File: config.mk
export PLATFORM = sky130hd
export DESIGN_NAME = i2s_mask
export DESIGN_NICKNAME = d
export VERILOG_FILES = /design/src/rtl/i2s_mask_pkg.sv /design/src/rtl/i2s_shift_rx.sv /design/src/rtl/i2s_mask.sv
export SDC_FILE = /design/constraint.sdc
export NUM_CORES = 1
export LEC_CHECK = 0
export ABC_CLOCK_PERIOD_IN_PS = 14040
export BUFFER_PORTS_ARGS = -buffer_cell sky130_fd_sc_hd__buf_2
export CORE_MARGIN = 3
export CORE_UTILIZATION = 40
export DETAILED_ROUTE_END_ITERATION = 12
export PLACE_DENSITY_LB_ADDON = 0.15
export SETUP_SLACK_MARGIN = 0.3
export SYNTH_ARGS = -nofsm -noshare
export SYNTH_HDL_FRONTEND = slang
export SYNTH_SLANG_ARGS = --single-unit
export TNS_END_PERCENT = 100
File: constraint.sdc
create_clock -name i2s_clk -period 14.04 [get_ports i2s_clk]
set_clock_uncertainty 0.05 [all_clocks]
set_input_delay 1.404 -clock i2s_clk [delete_from_list [all_inputs] [get_ports i2s_clk]]
set_output_delay 1.404 -clock i2s_clk [all_outputs]
set_load 0.01 [all_outputs]
File: src/rtl/i2s_mask_pkg.sv
// Shared constants for the I2S row-addressed word extractor.
// Holds the header field positions and the receiver state encoding.
package i2s_mask_pkg;
    localparam int WORD_BITS   = 16;
    localparam int HDR_NX_MSB  = 15;
    localparam int HDR_NX_LSB  = 12;
    localparam int HDR_NY_MSB  = 11;
    localparam int HDR_NY_LSB  = 8;
    localparam int HDR_RSV_MSB = 7;
    localparam int HDR_RSV_LSB = 6;
    localparam int HDR_ROW_MSB = 5;
    localparam int HDR_ROW_LSB = 0;

    typedef enum logic {HEADER, DATA} state_t;
endpackage

File: src/rtl/i2s_shift_rx.sv
// MSB-first serial deserialiser with a free-running bit counter.
// word/word_done are live on the edge sampling the LSB, so the consumer can register them with no extra latency.
module i2s_shift_rx #(
    parameter int WORD_BITS = 16
) (
    input  logic                 i2s_clk,
    input  logic                 rst_n,
    input  logic                 i2s_data,
    output logic [WORD_BITS-1:0] word,
    output logic                 word_done
);
    localparam int BC_W = $clog2(WORD_BITS);

    // The first WORD_BITS-1 bits are stored; the LSB is the bit on the wire right now.
    logic [WORD_BITS-2:0] shreg;
    logic [BC_W-1:0]      bit_cnt;

    assign word      = {shreg, i2s_data};
    assign word_done = (bit_cnt == BC_W'(WORD_BITS - 1));

    always_ff @(posedge i2s_clk or negedge rst_n) begin
        if (!rst_n) begin
            shreg   <= '0;
            bit_cnt <= '0;
        end else begin
            shreg   <= word[WORD_BITS-2:0];
            bit_cnt <= bit_cnt + 1'b1;
        end
    end
endmodule

File: src/rtl/i2s_mask.sv
// Row-addressed word extractor: parses a row header, then captures the one data word
// whose index matches this node's (module_x, module_y) position in the row.
module i2s_mask #(
    parameter int WORD_BITS = 16,
    parameter int CNT_BITS  = 4
) (
    input  logic                 rst_n,
    input  logic                 i2s_data,
    input  logic                 i2s_clk,
    input  logic [CNT_BITS-1:0]  module_x,
    input  logic [CNT_BITS-1:0]  module_y,
    output logic [5:0]           row_num,
    output logic [WORD_BITS-1:0] data_out,
    output logic                 data_valid,
    output logic                 row_done,
    output logic                 error
);
    import i2s_mask_pkg::*;

    logic [WORD_BITS-1:0] word;
    logic                 word_done;

    i2s_shift_rx #(.WORD_BITS(WORD_BITS)) u_rx (
        .i2s_clk   (i2s_clk),
        .rst_n     (rst_n),
        .i2s_data  (i2s_data),
        .word      (word),
        .word_done (word_done)
    );

    state_t              state, state_nxt;
    logic [7:0]          word_cnt, word_cnt_nxt;
    logic [CNT_BITS-1:0] nx, ny;
    logic                in_range;
    logic                hdr_load, cap, last;

    logic [CNT_BITS-1:0] hdr_nx, hdr_ny;
    logic                hdr_out, hdr_rsv_bad;
    logic [7:0]          node_idx, last_idx;

    assign hdr_nx      = CNT_BITS'(word[HDR_NX_MSB:HDR_NX_LSB]);
    assign hdr_ny      = CNT_BITS'(word[HDR_NY_MSB:HDR_NY_LSB]);
    assign hdr_out     = (module_x > hdr_nx) || (module_y > hdr_ny);
    assign hdr_rsv_bad = (word[HDR_RSV_MSB:HDR_RSV_LSB] != 2'b00);

    // 8-bit modular arithmetic: a 16x16 row gives 256 words, last index 255.
    assign node_idx = 8'(module_y) * (8'(nx) + 8'd1) + 8'(module_x);
    assign last_idx = (8'(nx) + 8'd1) * (8'(ny) + 8'd1) - 8'd1;

    always_ff @(posedge i2s_clk or negedge rst_n) begin
        if (!rst_n) state <= HEADER;
        else        state <= state_nxt;
    end

    always_comb begin
        state_nxt    = state;
        word_cnt_nxt = word_cnt;
        hdr_load     = 1'b0;
        cap          = 1'b0;
        last         = 1'b0;
        case (state)
            HEADER: if (word_done) begin
                hdr_load     = 1'b1;
                word_cnt_nxt = '0;
                state_nxt    = DATA;
            end
            DATA: if (word_done) begin
                cap = in_range && (word_cnt == node_idx);
                if (word_cnt == last_idx) begin
                    last      = 1'b1;
                    state_nxt = HEADER;
                end else begin
                    word_cnt_nxt = word_cnt + 8'd1;
                end
            end
            default: state_nxt = HEADER;
        endcase
    end

    always_ff @(posedge i2s_clk or negedge rst_n) begin
        if (!rst_n) begin
            word_cnt   <= '0;
            nx         <= '0;
            ny         <= '0;
            in_range   <= 1'b0;
            row_num    <= '0;
            error      <= 1'b0;
            data_out   <= '0;
            data_valid <= 1'b0;
            row_done   <= 1'b0;
        end else begin
            word_cnt   <= word_cnt_nxt;
            data_valid <= cap;
            row_done   <= last;
            if (hdr_load) begin
                nx       <= hdr_nx;
                ny       <= hdr_ny;
                in_range <= !hdr_out;
                row_num  <= word[HDR_ROW_MSB:HDR_ROW_LSB];
                error    <= hdr_out || hdr_rsv_bad;
            end
            if (cap) data_out <= word;
        end
    end
endmodule

# Word level (Yosys, flattened, before mapping)
# Cells that the tools add are included.
# W data, S select, Z words.
dict set report word_totals {
  reg_bits 62
  out_inout_bits 25
  in_bits 11
}
dict set report op_classes {
  muxes 14
  eq_ne 6
  reduce_logical 6
  addsub 6
  bitwise_logic 1
  n_mul 2
  magnitude_cmp 2
}
# operator count
set ops {}
lappend ops {{$mux W8} 3}
lappend ops {{$eq A8 B8 Y1} 2}
lappend ops {{$pmux W8 S2} 1}
lappend ops {{$add A4 B1 Y5 const B} 2}
lappend ops {{$mux W1} 9}
lappend ops {{$add A8 B1 Y8 const B} 1}
lappend ops {{$add A8 B4 Y8} 1}
lappend ops {{$gt A4 B4 Y1} 2}
lappend ops {{$mul A4 B8 Y8} 1}
lappend ops {{$mul A5 B5 Y8} 1}
lappend ops {{$sub A8 B1 Y8 const B} 1}
lappend ops {{$add A4 B1 Y4 const B} 1}
lappend ops {{$eq A4 B4 Y1 const B} 1}
lappend ops {{$ne A2 B1 Y1 const B} 2}
lappend ops {{$reduce_and A3 Y1} 1}
lappend ops {{$logic_or A1 B1 Y1} 2}
lappend ops {{$ne A2 B2 Y1 const B} 1}
lappend ops {{$pmux W1 S2} 1}
lappend ops {{$reduce_bool A2 Y1} 1}
lappend ops {{$logic_and A1 B1 Y1} 1}
lappend ops {{$logic_not A1 Y1} 1}
lappend ops {{$not A1 Y1} 1}

# Longest topological paths before layout
# Gate-level depths: netlist of run 1.
dict set report depth {
  ltp_word 7
  depth_mapped 19
}

# Modules after synthesis
# Synthesis of run 1 repeated with hierarchy kept, for this count alone.
dict set report unflattened {
  cells_unflattened 389
  hier_area_um2 4066.4
}
# module cells_each seq_area_each_um2 n_inst area_per_inst_um2
set modules_own_cells {}
lappend modules_own_cells {i2s_mask 363 1076.0 1 3532.1}
lappend modules_own_cells {i2s_shift_rx 26 475.5 1 534.3}

# Worst setup path before layout of run 1
# Ideal clock, no wire load.
dict set report synth_path {
  path_kind {input port to flip-flop}
  from {input module_y[3]}
  to {register data_out[10]}
  required_ps 13865
  path_buffers 2
  arrival_time_ps 4893
  setup_time_ps 125
  path_stages 16
  slack_ps 8972
  cell_sequence {nand2b_1 -> fa_1 -> fa_1 -> inv_1 -> fa_1 -> ha_1 -> a21oi_1 -> nor2_1 -> nor2_1 -> o21bai_1 -> a21oi_1 -> xnor2_1 -> and3_1 -> buf_2 -> buf_2 -> mux2_2}
}
dict set report synth_between {
  elab_chain_cells 6
}
# item line_no
set synth_lines {}
lappend synth_lines {{start: declaration} i2s_mask.sv:11} ;# input logic [CNT_BITS-1:0] module_y,
lappend synth_lines {{$mul A4 B8 Y8} i2s_mask.sv:47} ;# assign node_idx = 8'(module_y) * (8'(nx) + 8'd1) + 8'(module_x);
lappend synth_lines {{$add A8 B4 Y8} i2s_mask.sv:47}
lappend synth_lines {{$eq A8 B8 Y1} i2s_mask.sv:68} ;# cap = in_range && (word_cnt == node_idx);
lappend synth_lines {{$logic_and A1 B1 Y1} i2s_mask.sv:68}
lappend synth_lines {{$mux W1} i2s_mask.sv:67} ;# DATA: if (word_done) begin
lappend synth_lines {{$mux W1} i2s_mask.sv:61} ;# case (state)
lappend synth_lines {{end signal: assignment} i2s_mask.sv:102} ;# if (cap) data_out <= word;
lappend synth_lines {{end: declaration} i2s_mask.sv:13} ;# output logic [WORD_BITS-1:0] data_out,
# No other way between the ends.
# A chain may end at the register's enable or synchronous reset.

# Worst setup path in the final report of run 1
dict set report layout_path {
  from {register nx[0]}
  to {register data_out[9]}
}
dict set report layout_between {
  elab_chain_cells 7
}
# item line_no
set layout_lines {}
lappend layout_lines {{start: declaration} i2s_mask.sv:33} ;# logic [CNT_BITS-1:0] nx, ny;
lappend layout_lines {{start signal: assignment} i2s_mask.sv:96} ;# nx <= hdr_nx;
lappend layout_lines {{$add A4 B1 Y5} i2s_mask.sv:47}
lappend layout_lines {{$mul A4 B8 Y8} i2s_mask.sv:47}
lappend layout_lines {{$add A8 B4 Y8} i2s_mask.sv:47}
lappend layout_lines {{$eq A8 B8 Y1} i2s_mask.sv:68}
lappend layout_lines {{$logic_and A1 B1 Y1} i2s_mask.sv:68}
lappend layout_lines {{$mux W1} i2s_mask.sv:67}
lappend layout_lines {{$mux W1} i2s_mask.sv:61}
# No other way between the ends.

==> results.toml, run 1 <==
[outcome]
status = "completed"

[global_routing]
gr-max-usage-layer = "met1"
met3_usage_pct = 3.16
grt_util_met1_pct = 22.6
grt_pass1_vias = 2723
grt_usage_pct = 15.2
met2_usage_pct = 22.0
grt_max_degree = 63
grt_pass1_wl_um = 13600
overflow = 0
antenna_found_initial = 0

[timing]
slew_headroom_pct = 27.8
setup_viol = 0
tns_ns = 0
fmaxAchievable_mhz = 179
tightest_slew_ns = 1.08
slew_violations = 0
post-route-period-util_pct = 39.8
rsz0062_at_grt = "false"
min_period_ns = 5.59
hold_violations = 0

[layout]
fin_util_pct = 47.2
drive_gt1_share_pct = 16.3
fillCellCount = 926
area_growth_pct = 11.6
instances_no_fill = 553
fin_nets = 492
diodes = 0

[setup_path]
cp_slowest_stage_delay_ns = 0.69
cp.required_ns = 14.21
path_cells = "ha_1 -> xor2_1 -> nand2_1 -> fa_1 -> fa_1 -> inv_1 -> fa_1 -> ha_1 -> a21oi_1 -> nor2_1 -> nor2_1 -> o21bai_1 -> a21oi_1 -> xnor2_1 -> and3_1 -> mux2_2"
path_buf_inv = 1
path_class = "reg2reg"
cpLargestDelayFamily = "adder cells"
cpMostUsedCell = "fa_1"
crit_path_start_kind = "flip-flop"
reg2reg_from = "nx[0]"
cp_num_cells = 16
critical-path-slowest-cell = "and3_1"
r2r_setup_slack_ns = 8.45
r2r_cells = 16
critical_path.max_fanout = 16
r2r_end = "data_out[9]"
cp.arrival_ns = 5.76
cp-startpoint = "nx[0]"
end_kind = "flip-flop"

[clocking]
hold_buffers = 0
path_clk_slew_ns = 0.07
cts_setup_buffers = 0
cts_resized = 0
cts_htree_levels = 3
cts_made_buffers = 9
cts_root_buf = "clkbuf_8"
clk_path_buf_depth = 2
cts_tree = "built"
clock_sinks = 62
clk_latency_ns = 0.33

[placed_design]
gp_congestion = 0.787
hpwl_um = 5930
port_buffers = 35
dp.cells = 538

[routing]
wl_per_cell_um = 14.5
via_count = 2739
vias_per_cell = 4.95
final_antenna_net_count = 0
wl_um = 8050
drc = 0
first_pass_iters = 4
drt_iter0_markers = 97

[hold_path]
hp-class = "reg2reg"
min_to = "u_rx.shreg[10]"
holdPathStages = 0
min-delay-start = "u_rx.shreg[9]"

[floorplan]
die_w_um = 106
start_util_pct = 42.3
die_h_um = 106
io-pin-count = 36
core.rowCount = 35
die_area_um2 = 11300
core_um2 = 9500

[yosys]
netlist_area_um2 = 4020
ys_ff_latch = 62
avgSynthCellArea_um2 = 10.3
yosys_warnings = 0
synth_fp_nets = 461
yosysTopAreaCell = "dfrtp_1"
synth.area.top_cells = "dfrtp_1 (39%), ha_1 (13%), fa_1 (10%)"
ys_seq_area_share_pct = 38.6
yosysUniqueCellTypes = 36
syn_inst = 389
synth_top_area_share_pct = 38.6

[power]
ir_drop_uv = 77.0
powerDensity_nw_per_um2 = 127
power_uw = 569
leakagePower_uw = 0.00230

[run]
max-cap-violations = 0
[worst max-delay path by stage]
stage,endpoint,slack [ns]
6_report,data_out[9],8.45
5_1_grt,data_out[6],8.09
3_5_place_dp,data_out[9],8.35
3_3_place_gp,data_out[15],8.46
2_1_floorplan,data_out[10],8.97
4_1_cts,data_out[12],8.36
[cells by family after synthesis]
group | after synthesis | synth area share (%)
adder cells (fa/ha/maj) | 61 | 22.7
multiplexers | 17 | 4.73
AO/OA/AOI/OAI | 38 | 5.76
AND/OR/NAND/NOR | 123 | 14.9
buffers and inverters | 50 | 4.86
flip-flops | 62 | 38.6
XOR/XNOR | 38 | 8.47
[report_power, final]
group          total (uW)  internal (uW)  leakage [uW]  switching [uW]
clock network         153           81.7     0.0000963            71.2
logic                 221            104       0.00142             117
registers             195            186      0.000778            8.69
[synthesized netlist by cell type (all sizes together)]
library cell and n:
o21ai 13, xor2 11, and2 8, ha 41, nor2b 6, a41oi 2
or4 4, and3 3, nor3 2, o31ai 1, and4 1, nor2 6
mux2 16, a21o 3, nor4 1, nand4 7, o211ai 3, nand3 7
fa 20, inv 34, or2 1, clkbuf 12, nand4b 2, nand2b 9
or3 3, o32a 1, mux2i 1, nand2 63, xnor2 27, dfrtp 62
a21oi 12, buf 4, o21bai 3
[through the flow]
step                setup WS (ns)  instance area (um^2)  hold slack (ns)
floorplan                    8.97                  4020            0.319
global placement             8.46                  4300            0.327
detailed placement           8.35                  4300            0.333
CTS                          8.36                  4490            0.341
global route                 8.09                  4490            0.352
finish                       8.45                  4490            0.344
[metal layers]
layer,routed length (um),vias up,part of all wire [%]
met4,104,0,1.3
li1,-,1345,-
met1,4070,1329,51
met3,316,6,3.9
met2,3550,59,44
met5,0,-,0
[state kept, by name (all words and copies together) (netlist names)]
signal and count:
data_out 16, u_rx.shreg 15, word_cnt 8, row_num 6
nx 4, ny 4, u_rx.bit_cnt 4, data_valid 1
error 1, in_range 1, row_done 1, state 1
[layout make-up]
class | count | area (um^2) | area share, %
inverter | 34 | 128 | 2.85
clock inverter | 5 | 61.3 | 1.37
multi-input combinational | 277 | 2270 | 50.7
timing repair buffer | 36 | 183 | 4.07
tap | 129 | 161 | 3.60
clock buffer | 10 | 128 | 2.85
sequential | 62 | 1550 | 34.6
[layout by cell type, fill, tap and decap left out, drive strengths merged, types with 2 or more instances in the layout]
cell | synthesis | routed
clkinv | 0 | 4
or3 | 3 | 3
xor2 | 11 | 11
nand2 | 63 | 63
nand2b | 9 | 9
a21o | 3 | 3
o21ai | 13 | 13
a21oi | 12 | 12
xnor2 | 27 | 27
and3 | 3 | 3
a41oi | 2 | 2
nand4b | 2 | 2
o21bai | 3 | 3
nor3 | 2 | 2
inv | 34 | 34
nand4 | 7 | 7
nand3 | 7 | 7
nor2b | 6 | 6
buf | 4 | 36
clkbuf | 12 | 10
ha | 41 | 41
mux2 | 16 | 16
and2 | 8 | 8
fa | 20 | 20
o211ai | 3 | 3
nor2 | 6 | 6
or4 | 4 | 4
dfrtp | 62 | 62
(Power assumes the default switching activity.)
==> run 2, diff against run 1 <==
--- a/config.mk
+++ b/config.mk
@@ -5,7 +5,8 @@
 export SDC_FILE = /design/constraint.sdc
 export NUM_CORES = 1
 export LEC_CHECK = 0
-export ABC_CLOCK_PERIOD_IN_PS = 14040
+export ABC_AREA = 1
+export ABC_CLOCK_PERIOD_IN_PS = 4900
 export BUFFER_PORTS_ARGS = -buffer_cell sky130_fd_sc_hd__buf_2
 export CORE_MARGIN = 3
 export CORE_UTILIZATION = 40
==> constraint.sdc (replaced) <==
create_clock -name i2s_clk -period 4.9 [get_ports i2s_clk]
set_clock_uncertainty 0.05 [all_clocks]
set_input_delay 0.49 -clock i2s_clk [delete_from_list [all_inputs] [get_ports i2s_clk]]
set_output_delay 0.49 -clock i2s_clk [all_outputs]
set_load 0.01 [all_outputs]
==> run 2 against run 1 <==
Effect of this change:
- clock power rose to 2.7 times the previous value
- sequential power rose to 2.8 times the previous value
- area after synthesis up 8.7%
- die area up 8.2%
- worst hold slack worse by 0.11 ns
- global-route usage up 1.5 points
- critical path type unchanged
- critical endpoint is now state
- highest routed layer unchanged
==> results.toml, run 2 <==
[setup_path]
path_class = "reg2reg"
crit_path_start_kind = "flip-flop"
cp.arrival_ns = 4.52
cp.required_ns = 5.06
end_kind = "flip-flop"
critical_path.max_fanout = 8

[yosys]
synth_top_area_share_pct = 35.5
synth_fp_nets = 613
synth_edf_count = 0
ys_ff_latch = 62
yosys_warnings = 0
netlist_area_um2 = 4370
yosysTopAreaCell = "dfrtp_1"
synth_most_common_cell = "nand2_1"
ys_seq_area_share_pct = 35.5
avgSynthCellArea_um2 = 8.08
yosysUniqueCellTypes = 29
synth.area.top_cells = "dfrtp_1 (35%), nand2_1 (15%), ha_1 (12%)"
synthTopCellsByCount = "nand2_1 (176), inv_1 (76), dfrtp_1 (62), ha_1 (41), nor2_1 (39)"
syn_inst = 541
synthArstFlopShare_pct = 100
synth_ff_type = "dfrtp_1"

[clocking]
cts_tree = "built"
clk_latency_ns = 0.34
cts_root_buf = "clkbuf_8"
clk_path_buf_depth = 2
clock_sinks = 62
path_clk_slew_ns = 0.06
cts_htree_levels = 3
hold_buffers = 0
cts_made_buffers = 9

[floorplan]
core.rowCount = 37
die_area_um2 = 12200
start_util_pct = 41.8
die_h_um = 111
core_um2 = 10500
io-pin-count = 36
die_w_um = 111

[power]
ir_drop_uv = 177
leakagePower_uw = 0.00277
powerDensity_nw_per_um2 = 349

[layout]
area_growth_pct = 16.7
layout_commonest_cell = "nand2_1"
largest_register_ffs = 16
drive_gt1_share_pct = 14.5
fillCellCount = 1083
fin_nets = 665
top_register = "data_out"
layout_common_cells = "nand2_1 (173), inv_1 (76), dfrtp_1 (62), nor2_1 (38), ha_1 (38)"
diodes = 0
reg.largest.list = "data_out: 16 flops, u_rx.shreg: 15 flops, word_cnt: 8 flops"

[global_routing]
grt_pass1_wl_um = 16800
antenna_found_initial = 0
grt_max_degree = 63
grt_usage_pct = 16.7
grt_pass1_vias = 3537
overflow = 0

[routing]
drt_iter0_markers = 228
vias_per_cell = 4.92
wl_um = 10400
wl_per_cell_um = 14.1
drc = 0
via_count = 3611
final_antenna_net_count = 0
first_pass_iters = 4

[timing]
min_period_ns = 4.35
post-route-period-util_pct = 88.8
slew_violations = 0
setup_viol = 0
fmaxAchievable_mhz = 230
whs_ns = 0.237
rsz0062_at_grt = "false"
hold_violations = 0
tns_ns = 0
slew_headroom_pct = 47.5
tightest_slew_ns = 0.788

[outcome]
status = "completed"

[hold_path]
hp-class = "in2reg"

[placed_design]
hpwl_um = 7420
port_buffers = 35
gp_congestion = 0.885

[run]
max-cap-violations = 0
## run 2: worst paths after layout
check                                from             end  slack, ns  depth (start not counted)
max reg2reg                         ny[0]           state       0.55                         19
min in group asynchronous           rst_n     data_out[9]       0.25                          2
max                                 ny[0]           state       0.55                         19
min reg2reg                u_rx.shreg[12]  u_rx.shreg[13]       0.35                          0
max in group asynchronous           rst_n        row_done       4.02                          2
min                              i2s_data   u_rx.shreg[0]       0.24                          1
## run 2: per-layer routing
layer,GRT usage (%),up-vias,share of wire (%)
met5,0,-,0
met4,5.25,0,2.1
met3,4.11,20,3.1
met2,25.4,53,45
met1,23.3,1710,50
li1,-,1828,-
## run 2: layout make-up
| type | count | area [um^2] | area share [%] |
|---|---|---|---|
| multi-input combinational | 397 | 2620 | 51.4 |
| clock buffer | 13 | 169 | 3.31 |
| tap | 136 | 170 | 3.34 |
| sequential | 62 | 1550 | 30.4 |
| inverter | 78 | 295 | 5.79 |
| clock inverter | 3 | 17.5 | 0.344 |
| timing repair buffer | 45 | 275 | 5.40 |
## run 2: timing repair
action	in CTS	in global routing
gates resized for setup	0	23
buffers inserted	0	5
setup endpoints to repair	0	26
## run 2: cells by family after synthesis
group	share of synthesized area [%]
xor+xnor	4.38
buf+inv	7.96
simple gates	28.4
compound gates	2.86
fa+ha+maj	20.9
flops	35.5
## run 2: stage by stage
step | setup slack (ns) | cells | utilization [%] | instance area, um^2 | total power [uW]
final | 0.547 | 734 | 48.7 | 5100 | 1780
after global routing | 0.307 | 734 | 48.7 | 5100 | 1940
after CTS | 0.424 | 723 | 46.7 | 4880 | 1700
after detailed placement | 0.452 | 707 | 44.9 | 4700 | 1270
after global placement | 0.471 | 707 | 44.9 | 4700 | 1260
after floorplan | 0.623 | 541 | - | 4370 | 1120
## run 2: critical path, cell delays in order, from the launching register on
cell	delay, ns
dfrtp_1	0.46
ha_1	0.25
xor2_1	0.30
nand2_1	0.15
fa_1	0.56
inv_1	0.05
ha_1	0.26
inv_1	0.05
fa_1	0.50
inv_1	0.07
fa_1	0.56
nor2_1	0.05
nor2_1	0.10
nand3_1	0.08
nor2_1	0.11
nand3_1	0.12
nor2_4	0.17
nand3_4	0.14
nand2_4	0.11
o21ai_0	0.09
## run 2: power by group
part	switching, uW	internal (uW)	total [uW]
registers	19.6	532	552
clock network	194	223	417
logic	499	309	808
